**src/rtl/mem_ctrl.sv**
```systemverilog
`default_nettype none
// ============================================================================
// Module   : mem_ctrl
// Brief    : Byte-serial memory controller / arbiter between the IF stage,
//            the MEM stage and a single 8-bit RAM port. Assembles and
//            disassembles 32-bit little-endian words and raises the MEM
//            stall request while a MEM access is outstanding.
// Revision : 1.0 - initial release
// ============================================================================
module mem_ctrl #(
  parameter int                ADDR_W    = 32,
  parameter logic [ADDR_W-1:0] IDLE_ADDR = '0
) (
  input  logic              clk_in,
  input  logic              rst_in,
  input  logic              rdy,
  // instruction fetch side
  input  logic              if_req_i,
  input  logic [ADDR_W-1:0] if_addr_i,
  output logic [31:0]       if_data_o,
  output logic              if_done_o,
  // load/store side
  input  logic              mem_req_i,
  input  logic              mem_we_i,
  input  logic [ADDR_W-1:0] mem_addr_i,
  input  logic [1:0]        mem_len_i,
  input  logic              mem_signed_i,
  input  logic [31:0]       mem_wdata_i,
  output logic [31:0]       mem_rdata_o,
  output logic              mem_done_o,
  // stall request towards the staller
  output logic [1:0]        rq_MEM_o,
  // RAM port
  input  logic [7:0]        mem_din,
  output logic [7:0]        mem_dout,
  output logic [ADDR_W-1:0] mem_a,
  output logic              mem_wr
);

  localparam logic [1:0] c_RQ_NONE       = 2'b00;
  localparam logic [1:0] c_RQ_MEM_ACCESS = 2'b01;

  typedef enum logic [1:0] {
    S_IDLE     = 2'd0,
    S_IF_BUSY  = 2'd1,
    S_MEM_BUSY = 2'd2
  } state_t;

  // Pick byte k out of a little-endian word.
  function automatic logic [7:0] f_byte(input logic [31:0] d, input logic [1:0] k);
    logic [7:0] b;
    case (k)
      2'd0:    b = d[7:0];
      2'd1:    b = d[15:8];
      2'd2:    b = d[23:16];
      default: b = d[31:24];
    endcase
    return b;
  endfunction

  // Return word d with byte k replaced by b.
  function automatic logic [31:0] f_put(input logic [31:0] d, input logic [1:0] k,
                                        input logic [7:0] b);
    logic [31:0] r;
    r = d;
    case (k)
      2'd0:    r[7:0]   = b;
      2'd1:    r[15:8]  = b;
      2'd2:    r[23:16] = b;
      default: r[31:24] = b;
    endcase
    return r;
  endfunction

  // Index of the last byte of an access: byte -> 0, half -> 1, word (or 11) -> 3.
  function automatic logic [1:0] f_last(input logic [1:0] len);
    logic [1:0] l;
    case (len)
      2'b00:   l = 2'd0;
      2'b01:   l = 2'd1;
      default: l = 2'd3;
    endcase
    return l;
  endfunction

  // FSM and captured operands
  state_t            r_state;
  state_t            w_state_nxt;
  logic [ADDR_W-1:0] r_base;
  logic [1:0]        r_last;
  logic              r_we;
  logic              r_signed;
  logic [31:0]       r_wdata;

  // Read pipeline: "a" is the byte address driven this cycle, "d" is the
  // byte whose data is on mem_din this cycle (address driven last cycle).
  logic [1:0]        r_a_idx;
  logic              r_a_valid;
  logic [1:0]        r_d_idx;
  logic              r_d_valid;
  logic [31:0]       r_buf;

  // Registered RAM port and result outputs
  logic [ADDR_W-1:0] r_mem_a;
  logic [7:0]        r_dout;
  logic              r_wr;
  logic [31:0]       r_if_data;
  logic              r_if_done;
  logic [31:0]       r_mem_rdata;
  logic              r_mem_done;

  // Combinational controls
  logic              w_arb_ok;
  logic              w_acc_mem;
  logic              w_acc_if;
  logic              w_rd_phase;
  logic              w_wr_phase;
  logic              w_capture;
  logic              w_rd_finish;
  logic              w_wr_finish;
  logic [1:0]        w_a_idx_inc;
  logic [ADDR_W-1:0] w_a_next;
  logic [31:0]       w_asm;
  logic [31:0]       w_ext;

  // Requests are only looked at when the port is running and no done pulse
  // is on the outputs, so a finishing requester cannot be re-accepted.
  assign w_arb_ok    = rdy && !r_if_done && !r_mem_done;
  assign w_rd_phase  = (r_state == S_IF_BUSY) || ((r_state == S_MEM_BUSY) && !r_we);
  assign w_wr_phase  = (r_state == S_MEM_BUSY) && r_we;
  assign w_capture   = w_rd_phase && rdy && r_d_valid;
  assign w_rd_finish = w_capture && (r_d_idx == r_last);
  assign w_wr_finish = w_wr_phase && rdy && (r_a_idx == r_last);
  assign w_a_idx_inc = r_a_idx + 2'd1;
  assign w_a_next    = r_base + ADDR_W'(w_a_idx_inc);

  // Next-state and accept decisions; MEM wins over IF, no preemption.
  always_comb begin
    w_state_nxt = r_state;
    w_acc_mem   = 1'b0;
    w_acc_if    = 1'b0;
    case (r_state)
      S_IDLE: begin
        if (w_arb_ok) begin
          if (mem_req_i) begin
            w_acc_mem   = 1'b1;
            w_state_nxt = S_MEM_BUSY;
          end else if (if_req_i) begin
            w_acc_if    = 1'b1;
            w_state_nxt = S_IF_BUSY;
          end
        end
      end
      S_IF_BUSY: begin
        if (w_rd_finish) w_state_nxt = S_IDLE;
      end
      S_MEM_BUSY: begin
        if (w_rd_finish || w_wr_finish) w_state_nxt = S_IDLE;
      end
      default: w_state_nxt = S_IDLE;
    endcase
  end

  // Merge the byte arriving on mem_din into the partially assembled word,
  // then extend narrow loads.
  always_comb begin
    w_asm = f_put(r_buf, r_d_idx, mem_din);
    case (r_last)
      2'd0:    w_ext = {{24{r_signed & w_asm[7]}},  w_asm[7:0]};
      2'd1:    w_ext = {{16{r_signed & w_asm[15]}}, w_asm[15:0]};
      default: w_ext = w_asm;
    endcase
  end

  // State register.
  always_ff @(posedge clk_in or negedge rst_in) begin
    if (!rst_in) r_state <= S_IDLE;
    else         r_state <= w_state_nxt;
  end

  // Datapath: operand capture, address sequencing, byte assembly, results.
  always_ff @(posedge clk_in or negedge rst_in) begin
    if (!rst_in) begin
      r_base      <= '0;
      r_last      <= 2'd0;
      r_we        <= 1'b0;
      r_signed    <= 1'b0;
      r_wdata     <= 32'h0;
      r_a_idx     <= 2'd0;
      r_a_valid   <= 1'b0;
      r_d_idx     <= 2'd0;
      r_d_valid   <= 1'b0;
      r_buf       <= 32'h0;
      r_mem_a     <= IDLE_ADDR;
      r_dout      <= 8'h00;
      r_wr        <= 1'b0;
      r_if_data   <= 32'h0;
      r_if_done   <= 1'b0;
      r_mem_rdata <= 32'h0;
      r_mem_done  <= 1'b0;
    end else begin
      r_if_done  <= 1'b0;
      r_mem_done <= 1'b0;
      if (w_acc_mem || w_acc_if) begin
        // Accept: latch all operands; byte 0 goes out in the next cycle.
        r_base    <= w_acc_mem ? mem_addr_i : if_addr_i;
        r_mem_a   <= w_acc_mem ? mem_addr_i : if_addr_i;
        r_last    <= w_acc_mem ? f_last(mem_len_i) : 2'd3;
        r_we      <= w_acc_mem && mem_we_i;
        r_signed  <= w_acc_mem && mem_signed_i;
        r_wdata   <= mem_wdata_i;
        r_wr      <= w_acc_mem && mem_we_i;
        r_dout    <= (w_acc_mem && mem_we_i) ? mem_wdata_i[7:0] : 8'h00;
        r_a_idx   <= 2'd0;
        r_a_valid <= 1'b1;
        r_d_idx   <= 2'd0;
        r_d_valid <= 1'b0;
        r_buf     <= 32'h0;
      end else if (w_rd_phase) begin
        if (rdy) begin
          if (r_d_valid) r_buf <= w_asm;
          if (w_rd_finish) begin
            r_a_valid <= 1'b0;
            r_d_valid <= 1'b0;
            r_mem_a   <= IDLE_ADDR;
            if (r_state == S_IF_BUSY) begin
              r_if_data <= w_asm;
              r_if_done <= 1'b1;
            end else begin
              r_mem_rdata <= w_ext;
              r_mem_done  <= 1'b1;
            end
          end else begin
            r_d_valid <= r_a_valid;
            r_d_idx   <= r_a_idx;
            if (r_a_valid && (r_a_idx != r_last)) begin
              r_a_idx <= w_a_idx_inc;
              r_mem_a <= w_a_next;
            end else begin
              r_a_valid <= 1'b0;
              r_mem_a   <= IDLE_ADDR;
            end
          end
        end else if (r_d_valid) begin
          // The byte on mem_din is about to be lost: step back and
          // re-drive its address so it returns again after the pause.
          r_a_idx   <= r_d_idx;
          r_a_valid <= 1'b1;
          r_mem_a   <= r_base + ADDR_W'(r_d_idx);
          r_d_valid <= 1'b0;
        end
      end else if (w_wr_phase && rdy) begin
        if (w_wr_finish) begin
          r_wr       <= 1'b0;
          r_dout     <= 8'h00;
          r_mem_a    <= IDLE_ADDR;
          r_mem_done <= 1'b1;
        end else begin
          r_a_idx <= w_a_idx_inc;
          r_mem_a <= w_a_next;
          r_dout  <= f_byte(r_wdata, w_a_idx_inc);
        end
      end
    end
  end

  // Outputs; the write strobe is gated so nothing is written while paused.
  assign mem_a       = r_mem_a;
  assign mem_dout    = r_dout;
  assign mem_wr      = r_wr && rdy;
  assign if_data_o   = r_if_data;
  assign if_done_o   = r_if_done;
  assign mem_rdata_o = r_mem_rdata;
  assign mem_done_o  = r_mem_done;
  assign rq_MEM_o    = (mem_req_i && !r_mem_done) ? c_RQ_MEM_ACCESS : c_RQ_NONE;

endmodule
`default_nettype wire

```
**config.mk**
```make
export PLATFORM = sky130hd
export DESIGN_NAME = mem_ctrl
export DESIGN_NICKNAME = d
export VERILOG_FILES = /design/src/rtl/mem_ctrl.sv
export SDC_FILE = /design/constraint.sdc
export NUM_CORES = 1
export LEC_CHECK = 0
export ABC_AREA = 1
export BUFFER_PORTS_ARGS = -buffer_cell sky130_fd_sc_hd__buf_4
export CAP_MARGIN = 20
export CORE_MARGIN = 4
export CORE_UTILIZATION = 55
export CTS_BUF_LIST = sky130_fd_sc_hd__clkbuf_4
export CTS_CLUSTER_DIAMETER = 60
export DETAILED_ROUTE_END_ITERATION = 12
export PLACE_DENSITY = 0.79
export SLEW_MARGIN = 20
export SYNTH_ARGS = -nofsm -noshare
export SYNTH_HDL_FRONTEND = slang
export SYNTH_SLANG_ARGS = --single-unit
```
**constraint.sdc**
```tcl
create_clock -name clk_in -period 2.75 [get_ports clk_in]
set_input_delay 0.825 -clock clk_in [delete_from_list [all_inputs] [get_ports clk_in]]
set_output_delay 0.825 -clock clk_in [all_outputs]
set_load 0.02 [all_outputs]
```
== Yosys cells after proc, flatten, opt, wreduce, memory -nomap -nowiden ==
Index checks and enable logic that the tools add are counted.
Cells by class
  add/sub/neg operators: 3
  eq/ne operators: 22
  multiplexer cells: 78
  bitwise logic cells: 4
  reduce and logical (&&, ||, !) cells: 43
Operators with widths (number)
  32-bit 2-to-1 mux: 13
  8-bit 2-to-1 mux: 9
  32-bit by 2-bit adder with 32-bit output: 2
  32-bit one-hot mux with 2 select lines: 1
  2-bit 2-to-1 mux: 18
  1-bit 2-to-1 mux: 34
  8-bit one-hot mux with 3 select lines: 1
  5-bit AND reduction: 3
  1-bit logical AND: 14
  3-bit AND reduction: 4
  2-bit by 1-bit == test with 1-bit output, second input constant: 5
  2-bit logical NOT: 5
  2-bit nonzero test: 5
  4-bit by 3-bit != test with 1-bit output, second input constant: 2
  2-bit == test, second input constant: 3
  2-bit by 1-bit != test with 1-bit output, second input constant: 3
  2-bit one-hot mux with 3 select lines: 1
  3-bit nonzero test: 2
  2-bit == test: 2
  2-bit != test, second input constant: 2
  4-bit by 2-bit != test with 1-bit output, second input constant: 1
  4-bit != test, second input constant: 1
  2-bit one-hot mux with 2 select lines: 1
  2-bit AND reduction: 2
  other kinds (10): 16
Word-level totals
  register bits: 215
  bits of input ports: 113
  output and inout bits: 109

== Longest topological paths before layout ==
Gate-level depths: netlist of the first run.
  depth in word-level cells: 10
  depth in mapped cells: 14
  gate-level depth less buffers: 14

== Worst setup path after synthesis of the first run ==
Ideal clock, no wire load.
  path type: register to register
  start: register r_a_idx[0]
  end: register r_mem_a[30] (netlist: mem_a[30])
  arrival: 2.158 ns
  required time: 2.633 ns
  path slack: 0.475 ns
  stages on the path, launching flop included: 14
  path buffers: 0
  period minus slack after synthesis: 2.275 ns
  cell sequence: dfrtp_1 > inv_1 > ha_1 > inv_1 > fa_1 > nor2_2 > nand2_1 > nor2_2 > nand2_1 > nand2_1 > nand2_1 > o21a_1 > nor2_1 > nor2_1
Between the ends
  word-level cells in the longest chain between the ends: 7
RTL lines
  start, declared: line 97  | logic [1:0] r_a_idx;
  start signal, assigned: line 237  | r_a_idx <= w_a_idx_inc;
  start signal, assigned: line 247  | r_a_idx <= r_d_idx;
  start signal, assigned: line 259  | r_a_idx <= w_a_idx_inc;
  2-bit by 1-bit adder with 2-bit output or 2-bit != test (tied branches): line 134, 236
  32-bit by 2-bit adder with 32-bit output or 1-bit logical AND (tied branches): line 135, 236
  32-bit 2-to-1 mux: line 236  | if (r_a_valid && (r_a_idx != r_last)) begin
  32-bit 2-to-1 mux: line 222  | if (w_rd_finish) begin
  32-bit 2-to-1 mux: line 220  | if (rdy) begin
  32-bit 2-to-1 mux *: line 219  | end else if (w_rd_phase) begin
  32-bit 2-to-1 mux *: line 204  | if (w_acc_mem || w_acc_if) begin
  end signal, assigned: line 207  | r_mem_a <= w_acc_mem ? mem_addr_i : if_addr_i;
  end signal, assigned: line 238  | r_mem_a <= w_a_next;
  end signal, assigned: line 249  | r_mem_a <= r_base + ADDR_W'(r_d_idx);
  end, declared: line 104  | logic [ADDR_W-1:0] r_mem_a;
Every way passes the cells marked *; elsewhere a longest branch is shown, timed or not. The select of a mux whose other input is x is not followed.
A chain may end at the register's enable or synchronous reset.

== Worst setup path in the final report of the first run ==
Same ends and word-level chain as after synthesis.

==> results of run 1 <==
## stage by stage
step | cell area (sq um) | hold slack, ns | power [mW]
floorplan | 11700 | 0.442 | 10.1
global placement | 13600 | 0.454 | 12.5
detailed placement | 13600 | 0.459 | 12.7
CTS | 14200 | 0.131 | 15.3
global route | 14200 | 0.165 | 16.5
finish | 14200 | 0.158 | 15.3
## what timing repair did
action | CTS | global route
hold endpoints to repair | 0 | 0
buffers inserted | 0 | 0
resized for setup | 0 | 2
setup endpoints to repair | 0 | 5
## layout make-up
| type | instances | area (sq um) |
|---|---|---|
| well taps | 275 | 344 |
| clock inverters | 12 | 51.3 |
| fillers | 1805 | 6710 |
| repair buffers | 248 | 1970 |
| flip-flops and latches | 215 | 5380 |
| diodes | 1 | 2.50 |
| clock buffers | 76 | 571 |
| multi-input cells | 1121 | 5340 |
| inverters | 155 | 582 |
## cells in the mapped netlist
master / n
a21oi_2: 17
clkbuf_2: 1
ha_1: 8
nand3b_1: 5
o21a_1: 3
dfrtp_1: 215
buf_2: 30
o21ai_1: 5
nand3_2: 1
xnor2_1: 6
a31oi_1: 10
nand2_1: 443
buf_4: 15
fa_1: 2
clkbuf_1: 15
xor2_1: 19
nand3_4: 1
o21ai_0: 145
o22ai_1: 36
nor2_4: 7
inv_1: 145
nand3_1: 86
buf_6: 4
or2_2: 1
buf_1: 1
o211ai_1: 4
o221ai_1: 8
a22o_1: 1
nor2_1: 196
nor2_2: 27
a21oi_1: 68
nand4_1: 8
nand2_2: 9
nand4_4: 1
inv_2: 8
nor3_1: 3
conb_1: 1
buf_8: 1
clkinv_1: 2
## where the power goes
part / switching, mW / internal (mW) / total [mW]
logic: 4.71 / 2.70 / 7.41
clock network: 1.30 / 1.26 / 2.56
registers: 0.950 / 4.40 / 5.35
total: 6.96 / 8.36 / 15.3
## worst paths after layout
path | endpoint | startpoint | slack [ns]
worst max-delay path | mem_a[30]$_DFFE_PN0P_ | r_a_idx[0]$_DFFE_PN0P_ | 0.17
worst min-delay path | mem_rdata_o[19]$_DFFE_PN0P_ | rst_in | 0.16
worst max register to register | mem_a[30]$_DFFE_PN0P_ | r_a_idx[0]$_DFFE_PN0P_ | 0.17
worst min register to register | r_wdata[1]$_DFFE_PN0P_ | r_wdata[1]$_DFFE_PN0P_ | 0.47
max in group asynchronous | r_wdata[1]$_DFFE_PN0P_ | rst_in | 1.88
min in group clk_in | r_wdata[31]$_DFFE_PN0P_ | mem_wdata_i[31] | 0.36
## cells by family after synthesis
group	count (synthesis)
AO/OA/AOI/OAI	297
flip-flops	215
buffers and inverters	222
other	1
XOR/XNOR	25
adder cells (fa/ha/maj)	10
AND/OR/NAND/NOR	788
## worst max-delay path, cell delays in order, from the launching register on
cell     delay, ns
dfrtp_1       0.42
inv_1         0.13
ha_1          0.33
inv_1         0.07
fa_1          0.47
nor2_2        0.24
nand2_1       0.14
nor2_2        0.25
nand2_1       0.08
nand2_1       0.07
nand2_1       0.05
o21a_1        0.10
nor2_1        0.08
nor2_1        0.04
## registers in the layout (all words and copies together) (netlist names)
name and flops:
mem_done_o 1, mem_rdata_o 32, mem_a 32, r_buf 32, r_state 2, r_d_valid 1
mem_dout 8, if_done_o 1, r_d_idx 2, r_wr 1, r_base 32, r_a_idx 2
if_data_o 32, r_wdata 32, r_last 2, r_we 1, r_signed 1, r_a_valid 1
## metal layers
| metal | GRT usage | vias up | share of wire |
|---|---|---|---|
| met3 | 0.0552 | 57 | 0.081 |
| met2 | 0.455 | 499 | 0.46 |
| met5 | 0 | - | 0 |
| li1 | - | 5504 | - |
| met1 | 0.403 | 5259 | 0.44 |
| met4 | 0.0950 | 0 | 0.027 |
==> summary.txt, run 1 <==
STA
  • Setup TNS: 0 ns
  • Fin. Hold Viols: 0
  • Fmax: 388 MHz
  • Slew @ Worst Pin: 0.654 ns
  • Post-Route Skew: 0.0386 ns
  • Worst slew margin: 0.562
  • Tcrit/Tclk final: 0.937
  • Fin crit period: ~2.6 ns
  • RSZ-0062 raised after global routing: false
  • Setup violations, final: 0
  • Final slew viol count: 0
  • Setup ws final: roughly 0.17 ns

Critical path
  • Crit path max fanout: 5
  • Critical Path Start Type: register
  • Worst reg-to-reg path cell count: 13
  • CP Class: reg -> reg
  • Req. time, crit path: 3.32 ns
  • WP data arrival: 3.15 ns
  • Crit end category: register

Route
  • Routed via count: 11319
  • Drt via density: 5.38
  • Final wirelength: 34200 um
  • DRC Markers: 0
  • Initial DRC Count: around 920
  • Antenna Violating Nets Remaining: 0
  • DRT Pass-1 Iters: 5
  • Drt wl/cell: 16.3 um

Finish
  • Most common cell after layout, fill and taps aside: nand2_1
  • Area Overhead vs Synth: 22.1%
  • Commonest non-fill, non-tap cells in the layout: nand2_1, buf_4, dfrtp_1
  • Post-layout util: 0.680
  • # nets final: 1918
  • Layout cells sized above 1: 0.219
  • Final std cells w/o fill: 2103

Placed design
  • Dpl cells: 2014
  • Final Wtd Congestion: 0.944
  • I/O Buffers: 220
  • DPL Wire Length: approximately 25000 um
  • Dpl ws: 0.190 ns

Synth
  • Mapped Area: 0.0117 sq mm
  • Synth Area in Adders: 0.0120
  • Xor/xnor cell area share of the yosys netlist: 0.0188
  • Cells after synthesis: 1558
  • Simple logic cell fraction of the synthesized area: 0.282
  • Largest family of logic cells by synthesized area: simple AND/OR/NAND/NOR gates
  • Post-synth top area cell: dfrtp_1
  • Multiplexer share of the synthesized area: 0
  • Compound-gate portion of the synthesized area: 0.142
  • Number of synthesized register bits: approximately 220
  • Yosys Warn Count: 0
  • Top-area cell type share of the netlist area: 0.461
  • Unique masters post-synth: 39
  • Sequential area share after synthesis: 0.461
  • Syn Nets: 1681
  • Synth Area per Inst: 7.49 sq um
  • Synth top area cells: dfrtp_1, nand2_1, nor2_1

Floorplanning
  • Die area: roughly 0.024 sq mm
  • FP Rows: 53
  • # IOs: around 220
  • Initial Utilization: 0.557
  • Die height: between 150 and 200 um
  • Core area: 0.0210 sq mm
  • Die X: approximately 150 um

Clock tree
  • Post-CTS Hold Buffers: 0
  • CTS tree: done
  • Num CTS Buffers: 54
  • CTS root buffer: clkbuf_4
  • CTS HTree Levels: 2
  • CTS Sinks: ~220
  • Clk_lat worst skew: 0.68 ns
  • Clk slew on worst S/H paths: 0.07 ns
  • Clock Path Buffers: 3

Global route
  • Overflow after GRT: 0
  • First-pass GRT wire length: 56200 um
  • Initial antenna violation count: 1
  • Largest net degree at the start of global routing: 75
  • Number of global-route vias before repair: 11077
  • Tot GR Track Use: 0.288

Flow run
  • Max cap viols: 0

Status
  • Outcome: complete, no violations

Pwr
  • Worst vdd ir: about 570 uV
  • Leak pwr: 7.28 nW
  • Pwr dens: 1080 mW/mm^2

Min path
  • HP Class: in -> async
(Power assumes the default switching activity.)
==> run 2, diff against run 1 <==
ABC_CLOCK_PERIOD_IN_PS = 2750   (was unset)
BUFFER_PORTS_ARGS = unset   (was -buffer_cell sky130_fd_sc_hd__buf_4)
CORE_UTILIZATION = 23   (was 55)
DONT_BUFFER_PORTS = 1   (was unset)
PLACE_DENSITY = unset   (was 0.79)
==> summary.txt, run 2 (synthesis gave the netlist of run 1 again) <==
Status
  • Outcome: finished with violations
  • Failing checks: negative hold slack

Finish
  • Layout cells sized above 1: 0.126 (-0.0936)
  • Area of all placed cells without fillers: 0.0133 sq mm (-6.5%)
  • # nets final: 1712 (-11%)
  • Most common cell after layout, fill and taps aside: nand2_1
  • Final std cells w/o fill: 2314 (+10%)
  • Area Overhead vs Synth: 14.2%
  • Commonest non-fill, non-tap cells in the layout: nand2_1, dfrtp_1, nor2_1

Min path
  • HP Class: in -> async

Pwr
  • Pwr dens: 1150 mW/mm^2 (+7.0%)
  • Worst vdd ir: 325 uV (-43%)
  • Leak pwr: 6.31 nW (-13%)

STA
  • Fin crit period: 2.52 ns (-0.0592 ns)
  • Final slew viol count: 0 (unchanged)
  • Worst slew margin: 0.270 (-0.292)
  • Setup ws final: 0.233 ns (+0.0592 ns)
  • Hold_ws: -0.249 ns (-0.407 ns)
  • Setup violations, final: 0 (unchanged)
  • Fin. Hold Viols: 197 (+197)
  • Tcrit/Tclk final: 0.915 (-0.0215)
  • Post-Route Skew: 0.0916 ns (+0.0530 ns)
  • Setup TNS: 0 ns (unchanged)
  • Slew @ Worst Pin: 1.09 ns (+0.440 ns)
  • RSZ-0062 raised after global routing: false
  • Fmax: 397 MHz (+2.4%)

Floorplanning
  • FP Rows: 82 (+55%)
  • Core area: 0.0502 sq mm (+140%)
  • Initial Utilization: 0.232 (-0.324)
  • Die height: 233 um (+52%)
  • Die area: 0.0544 sq mm (+130%)
  • # IOs: 222 (unchanged)
  • Die X: 233 um (+52%)

Global route
  • Overflow after GRT: 0 (unchanged)
  • Initial antenna violation count: 11 (+10)
  • Largest net degree at the start of global routing: 216 (+190%)
  • First-pass GRT wire length: 63600 um (+13%)
  • Tot GR Track Use: 0.150 (-0.137)
  • Number of global-route vias before repair: 10516 (-5.1%)

Route
  • Antenna Violating Nets Remaining: 0 (unchanged)
  • Drt via density: 4.60 (-15%)
  • DRC Markers: 0 (unchanged)
  • Routed via count: 10634 (-6.1%)
  • Final wirelength: 41700 um (+22%)
  • Initial DRC Count: 909 (-1.5%)
  • DRT Pass-1 Iters: 5 (unchanged)
  • Drt wl/cell: 18.0 um (+11%)

Critical path
  • Slowest CP cell: fa_1
  • Cell Chain, Critical Path: inv_1, ha_1, inv_1, fa_1, nor2_4, nand2_1, nor2_4, nand2_1, nand2_1, nand2_1, o21a_1, nor2_1, nor2_1
  • Slowest cell delay on critical path: 0.45 ns (-0.02 ns)
  • WP data arrival: 3.13 ns (-0.02 ns)
  • Worst r2r src: r_a_idx[1]$_DFFE_PN0P_
  • Critical Path Start Type: register
  • Crit path max fanout: 5 (unchanged)
  • CP startpoint: r_a_idx[1]$_DFFE_PN0P_
  • CP Class: reg -> reg
  • CP dominant cell by count: nand2_1
  • Crit end category: register
  • Req. time, crit path: 3.36 ns (+0.04 ns)

Placed design
  • I/O Buffers: 0 (-100%)
  • Final Wtd Congestion: 0.898 (-5.0%)
  • Dpl ws: 0.186 ns (-0.00406 ns)
  • DPL Wire Length: 30300 um (+23%)
  • Dpl cells: 2198 (+9.1%)
  • Placed cell areas: 0.0125 sq mm (-8.4%)

Clock tree
  • Clk slew on worst S/H paths: 0.08 ns (about the same)
  • CTS root buffer: clkbuf_4
  • Clk_lat worst skew: 0.81 ns (+0.13 ns)
  • CTS tree: done
  • CTS Sinks: 215 (unchanged)
  • Clock Path Buffers: 3 (unchanged)
  • Post-CTS Setup Inserts: 0 (unchanged)
  • CTS HTree Levels: 2 (unchanged)
  • Num CTS Buffers: 61 (+13%)

Flow run
  • Max cap viols: 0 (unchanged)
## run 2: path summary, 6_finish.rpt
kind	endpoint	slack, ns	depth (start not counted)
min in group clk_in	r_signed$_DFFE_PN0P_	0.16	1
worst min register to register	r_wdata[4]$_DFFE_PN0P_	0.47	2
max in group asynchronous	mem_a[22]$_DFFE_PN0P_	2.07	0
worst max-delay path	mem_a[30]$_DFFE_PN0P_	0.23	13
worst min-delay path	r_buf[9]$_DFFE_PN0P_	-0.25	0
worst max register to register	mem_a[30]$_DFFE_PN0P_	0.23	13
## run 2: area by class of cell
cell class                 count  area [sq um]
inverter                     155           582
clock inverter                24           169
timing repair buffer          35           325
antenna                        5          12.5
clock buffer                  87           653
sequential                   215          5380
fill                        5447         36900
multi-input combinational   1121          5350
tap                          672           841
## run 2: what timing repair did
item,in CTS,in global routing
setup endpoints to repair,0,7
endpoints found under the hold margin,215,215
gates resized for setup,0,5
## run 2: worst max-delay path: cells and delay by family (launching register included)
family	cells	cell delay, ns
DFF	1	0.42
AOI/OAI and AO/OA	1	0.10
adders and majority gates	2	0.77
buffers and inverters	2	0.20
and+or+nand+nor	8	0.86
## run 2: metal layers
layer	part of all wire	vias up	GRT usage	wire length, um
met4	0.022	10	0.0415	934
met5	0.0017	-	0	69
met1	0.43	5092	0.191	17800
met2	0.46	358	0.239	19100
li1	-	5098	-	-
met3	0.091	76	0.0562	3770
## run 2: per-stage QoR
step | util | power, mW
2_1_floorplan | - | 10.1
6_report | 0.265 | 15.3
3_3_place_gp | 0.248 | 12.1
5_1_grt | 0.265 | 16.7
3_5_place_dp | 0.248 | 12.2
4_1_cts | 0.265 | 15.6
## run 2: where the power goes
part | switching, mW | leakage (nW) | internal [mW]
logic | 3.88 | 3.06 | 2.04
registers | 1.87 | 2.76 | 4.40
clock network | 1.49 | 0.481 | 1.66
==> run 3, diff against run 2 <==
CORE_MARGIN = unset   (was 4)
PLACE_DENSITY = 0.36   (was unset)
SLEW_MARGIN = 5   (was 20)
==> summary.txt, run 3 (synthesis gave the netlist of run 1 again) <==
Pwr
  • Seq pwr share: 0.398 (-0.010)
  • Int Power: 8.24 mW (+1.8%)
  • P_sw: 7.29 mW (+0.70%)
  • Power Total: 15.5 mW (+1.3%)
  • Worst vdd ir: 416 uV (+28%)
  • Leak pwr: 6.35 nW (+0.73%)
  • Switch share: 0.470 (-0.00276)
  • Comb pwr share: 0.390 (+0.004)
  • Clk pwr share: 0.212 (+0.007)
  • Pwr dens: 1160 mW/mm^2 (+0.85%)

Route
  • Final wirelength: 43400 um (+4.1%)
  • Drt via density: 4.50 (-2.1%)
  • DRC Markers: 0 (unchanged)
  • Initial DRC Count: 632 (-30%)
  • Drt wl/cell: 18.7 um (+4.1%)
  • DRT Pass-1 Iters: 5 (unchanged)
  • Routed via count: 10410 (-2.1%)
  • Antenna Violating Nets Remaining: 0 (unchanged)

Floorplanning
  • # IOs: 222 (unchanged)
  • FP Rows: 82 (unchanged)
  • Die area: 0.0516 sq mm (-5.1%)
  • Initial Utilization: 0.233 (+0.000476)
  • Die X: 227 um (-2.6%)
  • Core area: 0.0501 sq mm (-0.20%)
  • Die height: 227 um (-2.6%)

Placed design
  • I/O Buffers: 0 (unchanged)
  • Dpl cells: 2207 (+0.41%)
  • Final Wtd Congestion: 0.837 (-6.8%)
  • Dpl ws: 0.251 ns (+0.0655 ns)
  • Placed cell areas: 0.0125 sq mm (+0.66%)
  • DPL Wire Length: 30500 um (+0.59%)

STA
  • Setup TNS: 0 ns (unchanged)
  • Slew @ Worst Pin: 0.577 ns (-0.518 ns)
  • Tcrit/Tclk final: 0.936 (+0.0211)
  • RSZ-0062 raised after global routing: false
  • Setup ws final: 0.175 ns (-0.0579 ns)
  • Fmax: 388 MHz (-2.2%)
  • Hold_ws: -0.232 ns (+0.0175 ns)
  • Fin crit period: 2.58 ns (+0.0579 ns)
  • Fin. Hold Viols: 215 (+9.1%)
  • Worst slew margin: 0.615 (+0.345)
  • Post-Route Skew: 0.0880 ns (-0.00356 ns)
  • Setup violations, final: 0 (unchanged)
  • Final slew viol count: 0 (unchanged)

Global route
  • First-pass GRT wire length: 65700 um (+3.3%)
  • Overflow after GRT: 0 (unchanged)
  • Largest net degree at the start of global routing: 216 (unchanged)
  • Initial antenna violation count: 4 (-7)
  • Tot GR Track Use: 0.171 (+0.0210)
  • Number of global-route vias before repair: 10311 (-1.9%)

Flow run
  • Max cap viols: 0 (unchanged)

Finish
  • Layout cells sized above 1: 0.134 (+0.00770)
  • Area of all placed cells without fillers: 0.0134 sq mm (+0.44%)
  • # nets final: 1731 (+1.1%)
  • Area Overhead vs Synth: 14.7%
  • Most common cell after layout, fill and taps aside: nand2_1
  • Final std cells w/o fill: 2315 (+0.043%)
  • Commonest non-fill, non-tap cells in the layout: nand2_1, dfrtp_1, nor2_1
  • Post-layout util: 0.267 (+0.00172)

Critical path
  • Crit end category: register
  • Worst reg2reg setup slack: 0.17 ns (-0.06 ns)
  • Crit path max fanout: 7 (+2)
  • CP startpoint: r_d_idx[0]$_DFFE_PN0P_
  • Worst r2r src: r_d_idx[0]$_DFFE_PN0P_
  • Req. time, crit path: 3.38 ns (+0.02 ns)
  • Reg-to-reg endpoint: mem_a[22]$_DFFE_PN0P_
  • Worst reg-to-reg path cell count: 12 (-1)
  • Critical Path Start Type: register
  • WP data arrival: 3.21 ns (+0.08 ns)
  • CP Class: reg -> reg

Clock tree
  • CTS Sinks: 215 (unchanged)
  • Num CTS Buffers: 71 (+16%)
  • CTS tree: done
  • CTS HTree Levels: 3 (+1)
  • Clock Path Buffers: 3 (unchanged)
  • CTS root buffer: clkbuf_4
  • Clk slew on worst S/H paths: 0.07 ns (about the same)
  • Clk_lat worst skew: 0.78 ns (-0.03 ns)

Min path
  • HP Class: in -> async

Status
  • Failing checks: negative hold slack
  • Outcome: finished with violations
[run 3: cell types whose count changed in the layout (fill, tap and decap cells not counted), sizes merged]
cell,change
diode,-2
clkbuf,+8
clkinvlp,+1
clkinv,-16
buf,+9
inv,+1
[run 3: repair_timing]
action | 4_1_cts | 5_1_grt
gates resized for setup | 0 | 2
buffers inserted | 0 | 0
endpoints found under the hold margin | 215 | 215
setup endpoints to repair | 0 | 3
[run 3: power groups by stage]
stage	sequential, mW	clock, mW	combinational (mW)
finish	6.18	3.30	6.06
global route	6.37	3.67	6.96
CTS	6.22	3.49	6.16
detailed placement	6.27	0	6.10
global placement	6.26	0	6.11
floorplan	5.79	0	4.34
[run 3: worst max-delay path by stage]
stage,to,slack [ns],depth (start not counted)
global placement,mem_a[22]$_DFFE_PN0P_,0.31,12
finish,mem_a[22]$_DFFE_PN0P_,0.17,12
CTS,mem_a[30]$_DFFE_PN0P_,0.15,11
global route,mem_a[30]$_DFFE_PN0P_,0.006,13
detailed placement,mem_a[30]$_DFFE_PN0P_,0.25,11
floorplan,mem_a[30]$_DFFE_PN0P_,0.47,13
[run 3: cell type report]
type,instances,area (sq um)
Clock buffer,95,713
Fill cell,5630,36700
Multi-Input combinational cell,1121,5350
Inverter,155,582
Antenna cell,3,7.51
Timing Repair Buffer,44,405
Clock inverter,10,98.8
Sequential cell,215,5380
Tap cell,672,841
[run 3: worst max-delay path, stage by stage (launching register included)]
cell and delay (ns):
dfrtp_1 0.49, ha_1 0.29, inv_1 0.07, fa_1 0.45, nor2_4 0.27, nand2_2 0.13
nor2_2 0.25, nand2_1 0.08, nand2_1 0.06, nand3_1 0.09, nand3_1 0.09, inv_1 0.05
a21oi_1 0.11
[run 3: per-layer routing]
metal	vias up	wire length, um	track usage	share of wire
met4	2	1140	0.0691	0.026
met2	325	19300	0.262	0.44
met1	4862	19500	0.224	0.45
met5	-	11	0	0.00025
li1	5142	-	-	-
met3	79	3380	0.0523	0.078
